File: config.mk
export PLATFORM = sky130hd
export DESIGN_NAME = ws_exc_commit
export DESIGN_NICKNAME = d
export VERILOG_FILES = /design/src/rtl/ws_exc_commit.sv
export SDC_FILE = /design/constraint.sdc
export NUM_CORES = 1
export LEC_CHECK = 0
export ABC_CLOCK_PERIOD_IN_PS = 2700
export CAP_MARGIN = 20
export CORE_AREA = 2 2 127 129
export DETAILED_ROUTE_END_ITERATION = 12
export DIE_AREA = 0 0 129 131
export PLACE_DENSITY = 0.83
export SYNTH_ARGS = -nofsm -noshare
export SYNTH_HDL_FRONTEND = slang
export SYNTH_SLANG_ARGS = --single-unit
export TNS_END_PERCENT = 10
File: constraint.sdc
create_clock -name clk -period 2.7 [get_ports clk]
set_input_delay 0.405 -clock clk [delete_from_list [all_inputs] [get_ports clk]]
set_output_delay 0.405 -clock clk [all_outputs]
set_load 0.01 [all_outputs]
File: src/rtl/ws_exc_commit.sv
// Writeback-stage commit unit: resolves interrupts, upstream exceptions, ERET and
// MTC0 for the instruction leaving MEM, drives CP0 strobes and drains wrong-path work.
module ws_exc_commit #(
  parameter logic [31:0] EXC_VECTOR = 32'hBFC00380,
  parameter logic [4:0]  EX_INT     = 5'h00
) (
  input  logic        clk,
  input  logic        resetn,
  input  logic        ms_valid,
  output logic        ms_ready,
  input  logic [31:0] ms_pc,
  input  logic        ms_bd,
  input  logic        ms_ex,
  input  logic [4:0]  ms_excode,
  input  logic [31:0] ms_badvaddr,
  input  logic        ms_eret,
  input  logic        ms_mtc0,
  input  logic [4:0]  ms_cp0_addr,
  input  logic [31:0] ms_cp0_wdata,
  input  logic [31:0] cp0_status,
  input  logic [31:0] cp0_cause,
  input  logic        fs_refetch_ack,
  output logic        cp0_ex_t,
  output logic [4:0]  cp0_excode_t,
  output logic        cp0_bd,
  output logic [31:0] cp0_pc,
  output logic [31:0] cp0_badvaddr,
  output logic        eret_flush,
  output logic        cp0_we,
  output logic [4:0]  cp0_addr,
  output logic [31:0] cp0_wdata,
  output logic        ws_flush,
  output logic [31:0] inst_retired,
  output logic        fsm_state
);

  typedef enum logic {RUN = 1'b0, DRAIN = 1'b1} state_t;

  state_t      state;
  logic        ws_valid;
  logic        ws_bd;
  logic        ws_ex;
  logic        ws_eret;
  logic        ws_mtc0;
  logic [4:0]  ws_excode;
  logic [4:0]  ws_addr;
  logic [31:0] ws_pc;
  logic [31:0] ws_badvaddr;
  logic [31:0] ws_wdata;
  logic [31:0] retired_q;
  logic        int_req_r;
  logic        int_req_d;
  logic        take_int;
  logic        take_ex;
  logic        take_eret;
  logic        take_normal;
  logic        accept;
  logic        unused_bits;

  // Handshake: a transfer happens on every cycle with ms_valid=1 (ms_ready is tied
  // high); whether it is kept or discarded is decided here, never pushed back upstream.
  assign ms_ready = 1'b1;

  assign int_req_d = cp0_status[0] & ~cp0_status[1] & (|(cp0_cause[15:8] & cp0_status[15:8]));

  always_comb begin
    take_int    = ws_valid & int_req_r;
    take_ex     = ws_valid & ~int_req_r & ws_ex;
    take_eret   = ws_valid & ~int_req_r & ~ws_ex & ws_eret;
    take_normal = ws_valid & ~int_req_r & ~ws_ex & ~ws_eret;
  end

  assign cp0_ex_t     = take_int | take_ex;
  assign cp0_excode_t = take_int ? EX_INT : ws_excode;
  assign eret_flush   = take_eret;
  assign cp0_we       = take_normal & ws_mtc0;
  assign ws_flush     = cp0_ex_t | eret_flush;

  assign cp0_pc       = ws_pc;
  assign cp0_bd       = ws_bd;
  assign cp0_badvaddr = ws_badvaddr;
  assign cp0_addr     = ws_addr;
  assign cp0_wdata    = ws_wdata;
  assign inst_retired = retired_q;
  assign fsm_state    = (state == DRAIN);

  // The instruction sitting in MEM during a flush cycle is itself wrong-path.
  assign accept = ms_valid & (state == RUN) & ~ws_flush;

  always_ff @(posedge clk) begin
    if (!resetn) begin
      state <= RUN;
    end else begin
      case (state)
        RUN:     if (ws_flush) state <= DRAIN;
        DRAIN:   if (fs_refetch_ack) state <= RUN;
        default: state <= RUN;
      endcase
    end
  end

  always_ff @(posedge clk) begin
    if (!resetn) begin
      ws_valid    <= 1'b0;
      ws_bd       <= 1'b0;
      ws_ex       <= 1'b0;
      ws_eret     <= 1'b0;
      ws_mtc0     <= 1'b0;
      ws_excode   <= 5'd0;
      ws_addr     <= 5'd0;
      ws_pc       <= 32'd0;
      ws_badvaddr <= 32'd0;
      ws_wdata    <= 32'd0;
      retired_q   <= 32'd0;
      int_req_r   <= 1'b0;
    end else begin
      int_req_r <= int_req_d;
      ws_valid  <= accept;
      if (accept) begin
        ws_bd       <= ms_bd;
        ws_ex       <= ms_ex;
        ws_eret     <= ms_eret;
        ws_mtc0     <= ms_mtc0;
        ws_excode   <= ms_excode;
        ws_addr     <= ms_cp0_addr;
        ws_pc       <= ms_pc;
        ws_badvaddr <= ms_badvaddr;
        ws_wdata    <= ms_cp0_wdata;
      end
      if (take_normal) retired_q <= retired_q + 32'd1;
    end
  end

  assign unused_bits = ^{EXC_VECTOR, cp0_status[31:16], cp0_status[7:2], cp0_cause[31:16], cp0_cause[7:0]};

endmodule

==> results.tsv, run 1 <==
metric	value	unit
Remaining Overflow, GRT	0	
Worst setup EP type	flip-flop	
CTS root buf	clkbuf_16	
Seq/Total Area, Yosys	53.4	%
vias in the first global route	5208	
post-synthesis average cell area	7.95	µm²
max-capacitance violation count	0	
largest net degree at the start of global routing	66	
DR iter-0 viols	298	
yosys warns	0	
core footprint	15600	µm²
vias	5646	
Sum Neg Setup Slack	0	ps
outcome	finished, final reports clean	
Fin Clk Skew	11.1	ps
Yosys top cell area share	53.4	%
CTS tree	built	
FP Rows	46	
count of cell types in the netlist	35	
WP data required	3040	ps
Die X-Extent	129	µm
total power	5.80	mW
DRC Markers	0	
Fmax	421	MHz
CTS clk-pin slew, worst paths	60	ps
Die Area	16900	µm²
post-cts sizing count	0	
Final Instance Count excl. Fillers	1166	
Synth-to-Final Area Change	67.3	%
Slew Viols, Final	0	
clock latency on the worst-skew pair	410	ps
Initial Utilization	34.8	%
crit path launch type	flip-flop	
cts hold-fix bufs	0	
setup bufs post-CTS	0	
area leader, netlist	dfxtp_1	
Leak	3.30	nW
Worst Hold Slack	449	ps
RSZ-0062 raised after global routing	no	
CP peak stage delay	780	ps
Vias/cell	4.84	
post-route ant nets	0	
Synth area leaders	dfxtp_1, nand2_1, a21oi_1	
leading cell type in the layout, fill and taps excluded	clkdlybuf4s50_1	
Syn Nets	862	
CTS buffer count	17	
IO buf count	275	
die height	131	µm
Critical Path, Cell by Cell	or3_4 > or4_1 > buf_4 > or3_1 > a21oi_1	
Tcrit/Tclk final	87.9	%
WP data arrival	2710	ps
Cell Pwr Density	638	nW/µm²
Placed Cells	1135	
ratio of cells with drive above 1 in the final layout	4.63	%
peak supply drop	0.000479	V
most frequent cells in the layout	clkdlybuf4s50_1, nand2_1, dfxtp_1	
DP HPWL	11500	µm
clock sink total	145	
num ports	323	
nets	1117	
Crit Path Max Fanout	14	
worst min-delay path class	flip-flop to flip-flop	
max_slew headroom	64.7	%
Synth Register Bits	145	
antenna cells	0	
first-pass GRT wire length	25400	µm
slowest CP cell	or4_1	
All-Layer GR Usage	19.0	%
CP Class	flip-flop to flip-flop	
endpoints failing hold	0	
Avg WL per Cell	14.3	µm
Initial DRT Pass Iterations	4	
CP Buf/Inv Count	1	
Syn Inst Count	683	
final setup vio count	0	
GPL Wtd Cong	0.780	
Tmin final	2370	ps
Fillers	1352	
delay-heaviest family, CP	simple AND/OR/NAND/NOR gates	
Syn Std Cell Area	5430	µm²
initial antenna violation count	0	
routed wire length	16600	µm
H-tree depth	4	
Worst Max-Slew Pin Slew	525	ps
CTS Buffer Depth	2	
==> worst register-to-register path: cells and delay by family, from the launching register on <==
kind / cells / cell delay [ps]
buffers and inverters: 1 / 260
AO/OA/AOI/OAI: 1 / 140
AND/OR/NAND/NOR: 3 / 1540
flip-flops: 1 / 370
==> cell families after synthesis <==
logic type,count (synthesis),share of synthesized area [%]
and+or+nand+nor,311,24.9
AOI/OAI and AO/OA,160,15.7
DFF,145,53.4
buffers and inverters,54,3.82
xor gates and xnor gates,10,1.61
adders and majority gates,1,0.230
other,1,0.0690
muxes,1,0.207
==> state kept, by name (all words and copies together) (netlist names) <==
| name | flops |
|---|---|
| fsm_state | 1 |
| cp0_wdata | 32 |
| ws_excode | 5 |
| cp0_badvaddr | 32 |
| ws_eret | 1 |
| ws_valid | 1 |
| inst_retired | 32 |
| ws_ex | 1 |
| cp0_addr | 5 |
| cp0_pc | 32 |
| cp0_bd | 1 |
| int_req_r | 1 |
| ws_mtc0 | 1 |
==> per-layer routing <==
layer	part of all wire [%]	track usage [%]
met5	0	0
met2	50	32.4
met3	9.0	7.45
met4	1.9	7.67
met1	39	21.5
==> stage by stage <==
| step | utilization, % | cell area [µm²] | setup slack (ps) |
|---|---|---|---|
| 6_report | 58.3 | 9090 | 327 |
| 5_1_grt | 58.3 | 9090 | 186 |
| 4_1_cts | 58.3 | 9090 | 346 |
| 3_5_place_dp | 54.0 | 8420 | 360 |
| 2_1_floorplan | - | 5430 | 628 |
| 3_3_place_gp | 54.0 | 8420 | 387 |
==> worst paths after layout <==
check | from | endpoint | slack (ps) | cells past startpoint
worst min-delay path | ws_excode[0] | ws_excode[0] | 450 | 2
worst max register to register | ws_ex | inst_retired[14] | 330 | 5
worst min register to register | ws_excode[0] | ws_excode[0] | 450 | 2
worst max-delay path | ws_ex | inst_retired[14] | 330 | 5
==> synth_stat cells (all sizes together) <==
| cell type | instances |
|---|---|
| a211oi | 1 |
| a22o | 2 |
| nand2 | 233 |
| nand4 | 10 |
| and4 | 4 |
| and2 | 5 |
| o21a | 2 |
| xor2 | 6 |
| inv | 6 |
| or4 | 12 |
| o31ai | 11 |
| nand3b | 1 |
| o21ai | 10 |
| a221oi | 2 |
| xnor2 | 4 |
| conb | 1 |
| mux2 | 1 |
| nor3 | 4 |
| o31a | 1 |
| or4b | 1 |
| or2 | 1 |
| nor2 | 12 |
| or3 | 11 |
| and3b | 1 |
| a21oi | 131 |
| nor4 | 2 |
| dfxtp | 145 |
| and3 | 4 |
| ha | 1 |
| clkbuf | 46 |
| nand3 | 10 |
| buf | 2 |
==> where the power goes <==
group          internal (mW)  switching (mW)  leakage (nW)
Combinational          0.451           0.346          1.78
Clock                   1.77           0.923         0.328
Sequential              2.25          0.0609          1.19
Total                   4.47            1.33          3.30
==> cell type report <==
cell class	count	area (µm²)	area share (%)
clock inverters	12	229	2.52
multi-input cells	484	2330	25.6
inverters	6	25.0	0.275
clock buffers	19	443	4.87
repair buffers	284	2900	31.8
well taps	216	270	2.97
flip-flops and latches	145	2900	31.9
Note: power is estimated with default switching activity, not from simulation.
==> inputs of run 2 (changes only) <==
- CAP_MARGIN: 20 -> 25
==> results of run 2 <==
Same layout as run 1: the final DEF is identical, and so are final timing and power.
==> patch, RTL diff (flow settings as in run 1) <==
Reset style: asynchronous (`resetn`), changed in 2 clocked blocks.
--- a/src/rtl/ws_exc_commit.sv
+++ b/src/rtl/ws_exc_commit.sv
@@ -87,7 +87,7 @@
   // The instruction sitting in MEM during a flush cycle is itself wrong-path.
   assign accept = ms_valid & (state == RUN) & ~ws_flush;
 
-  always_ff @(posedge clk) begin
+  always_ff @(posedge clk or negedge resetn) begin
     if (!resetn) begin
       state <= RUN;
     end else begin
@@ -99,7 +99,7 @@
     end
   end
 
-  always_ff @(posedge clk) begin
+  always_ff @(posedge clk or negedge resetn) begin
     if (!resetn) begin
       ws_valid    <= 1'b0;
       ws_bd       <= 1'b0;
Formal check against the unedited RTL: differs if resetn is asserted again (counterexample within 4 cycles, from zero or initial values and one cycle with resetn low); with resetn held inactive, the same outputs for 10 cycles.
==> patch against run 1 <==
- synthesized area is 13% higher
- sequential cell count stayed put
- final area is 7.7% higher
- routed wire length is 5.3% lower
- first-iteration DRC count is 57% lower
- maximum frequency is 3.4% lower
- utilization is 4.5 points higher
- setup slack worse by 85 ps
- critical endpoint is now cp0_we
Power is not compared: it rests on default switching activity, and its combinational part moved more than twofold at a synthesized area within 25%.
==> patch: results (changes against run 1) <==
Largest net degree at the start of global routing -> 68 (+3.0%)
Cell total after placement -> 879 (-23%)
CP max FO -> 6 (-8)
Library cells used by synthesis -> 36 (+2.9%)
Synth area leaders -> dfrtp_1, mux2_4, mux2_2
Slowest-stage cell, CP -> clkdlybuf4s50_1
Port bufs -> 275 (unchanged)
Filler cell count -> 1,134 (-16%)
Register Area -> 3630 um^2 (+25%)
Fraction of area in multi-input gates -> 24.2% (-1.4 points)
Nonclk buf count -> 290 (+2.1%)
TritonRoute pass-1 iters -> 4 (unchanged)
Pre-CTS setup slack -> 559 ps (+199 ps)
Diode count -> 0 (unchanged)
Non-clk buf share -> 29.9% (-1.9 points)
#MultiIn Comb -> 223 (-54%)
Top cells by count, synth -> dfrtp_1, mux2_4, mux2_2
Layout clock area frac -> 5.84% (-1.6 points)
Sequential cell area share -> 37.1% (+5.1 points)
Ys async rst share -> 100% (+100 points)
CTS buffer count -> 17 (unchanged)
GR Util All Layers -> 18.3% (-0.75 points)
Post-CTS sizing -> 0 (unchanged)
Clk Latency, worst-skew pair -> 410 ps (about the same)
Relative slew slack -> 56.0% (-8.7 points)
Largest stage delay, worst path -> 540 ps (-240 ps)
Vias in the first global route -> 4,593 (-12%)
Gpl congestion -> 0.792 (+1.6%)
Setup Skew -> 9.78 ps (-1.36 ps)
Overall routed net length -> 15,800 um (-5.3%)
Sequential element share of the synthesized area -> 58.8% (+5.4 points)
Syn nets -> 569 (-34%)
Share of layout cells above drive strength 1 -> 22.4% (+18 points)
Post-Syn Instances -> 390 (-43%)
CTS clk-pin slew, worst paths -> 60 ps (about the same)
Leakage power -> 4.35 nW
Root Driver -> clkbuf_16
CP delay by family, top -> simple AND/OR/NAND/NOR gates
Status -> finished clean
Post-Layout Cell Count -> 912 (-22%)
Fin nets -> 862 (-23%)
First-pass GRT wire length -> 23,800 um (-6.5%)
Post-DP HPWL -> 11,900 um (+3.7%)
H-tree Lvls -> 4 (unchanged)
Clock Buffer Count -> 18 (-1)
Crit path DAT -> 2050 ps (-660 ps)
DR iter-0 viols -> 127 (-57%)
Yosys Warn Count -> 0 (unchanged)
Worst-case clock buffer depth -> 2 (unchanged)
Via count -> 4,236 (-25%)
Top FF cell, synth -> dfrtp_1
Placed instance area -> 9210 um^2 (+9.4%)
Seq_cells -> 145 (unchanged)
## patch: power breakdown
part           switching, W  internal, W  leakage, nW
Sequential         0.000572      0.00307         1.76
Clock              0.000911      0.00136        0.275
Combinational       0.00154      0.00297         2.31
## patch: logic make-up after synthesis
group / share of synthesized area (%)
and+or+nand+nor: 7.45
buffers and inverters: 2.74
muxes: 25.3
xor gates and xnor gates: 4.40
other: 0.0608
DFF: 58.8
adders and majority gates: 0.203
AOI/OAI and AO/OA: 0.994
## patch: routing by layer
layer	up-vias	wire length, um	track usage, %
li1	1953	-	-
met2	167	8190	31.7
met5	-	0	0
met1	2093	6180	21.1
met3	23	1090	5.82
met4	0	298	7.42
## patch: worst reg2reg max path, delay by kind of cell (launching register included)
kind            cells  cell delay, ps
compound gates      1             370
buf+inv             2             500
flops               1             460
mux                 1             360
simple gates        1             340
## patch: what timing repair did
action,in CTS,in global routing
endpoints found under the hold margin,13,0
setup endpoints to repair,0,0
hold buffers,1,0
## patch: final timing paths
check / cells after the start / startpoint / slack (ps) / end
max in group asynchronous: 3 / resetn / 1430 / cp0_wdata[19]$_DFFE_PN0P_
max: 3 / int_req_r$_DFF_PN0_ / 240 / cp0_we
max reg2reg: 5 / int_req_r$_DFF_PN0_ / 560 / cp0_wdata[10]$_DFFE_PN0P_
min in group asynchronous: 2 / resetn / 560 / inst_retired[13]$_DFFE_PN0P_
min reg2reg: 1 / inst_retired[31]$_DFFE_PN0P_ / 480 / inst_retired[31]$_DFFE_PN0P_
min: 1 / inst_retired[31]$_DFFE_PN0P_ / 480 / inst_retired[31]$_DFFE_PN0P_
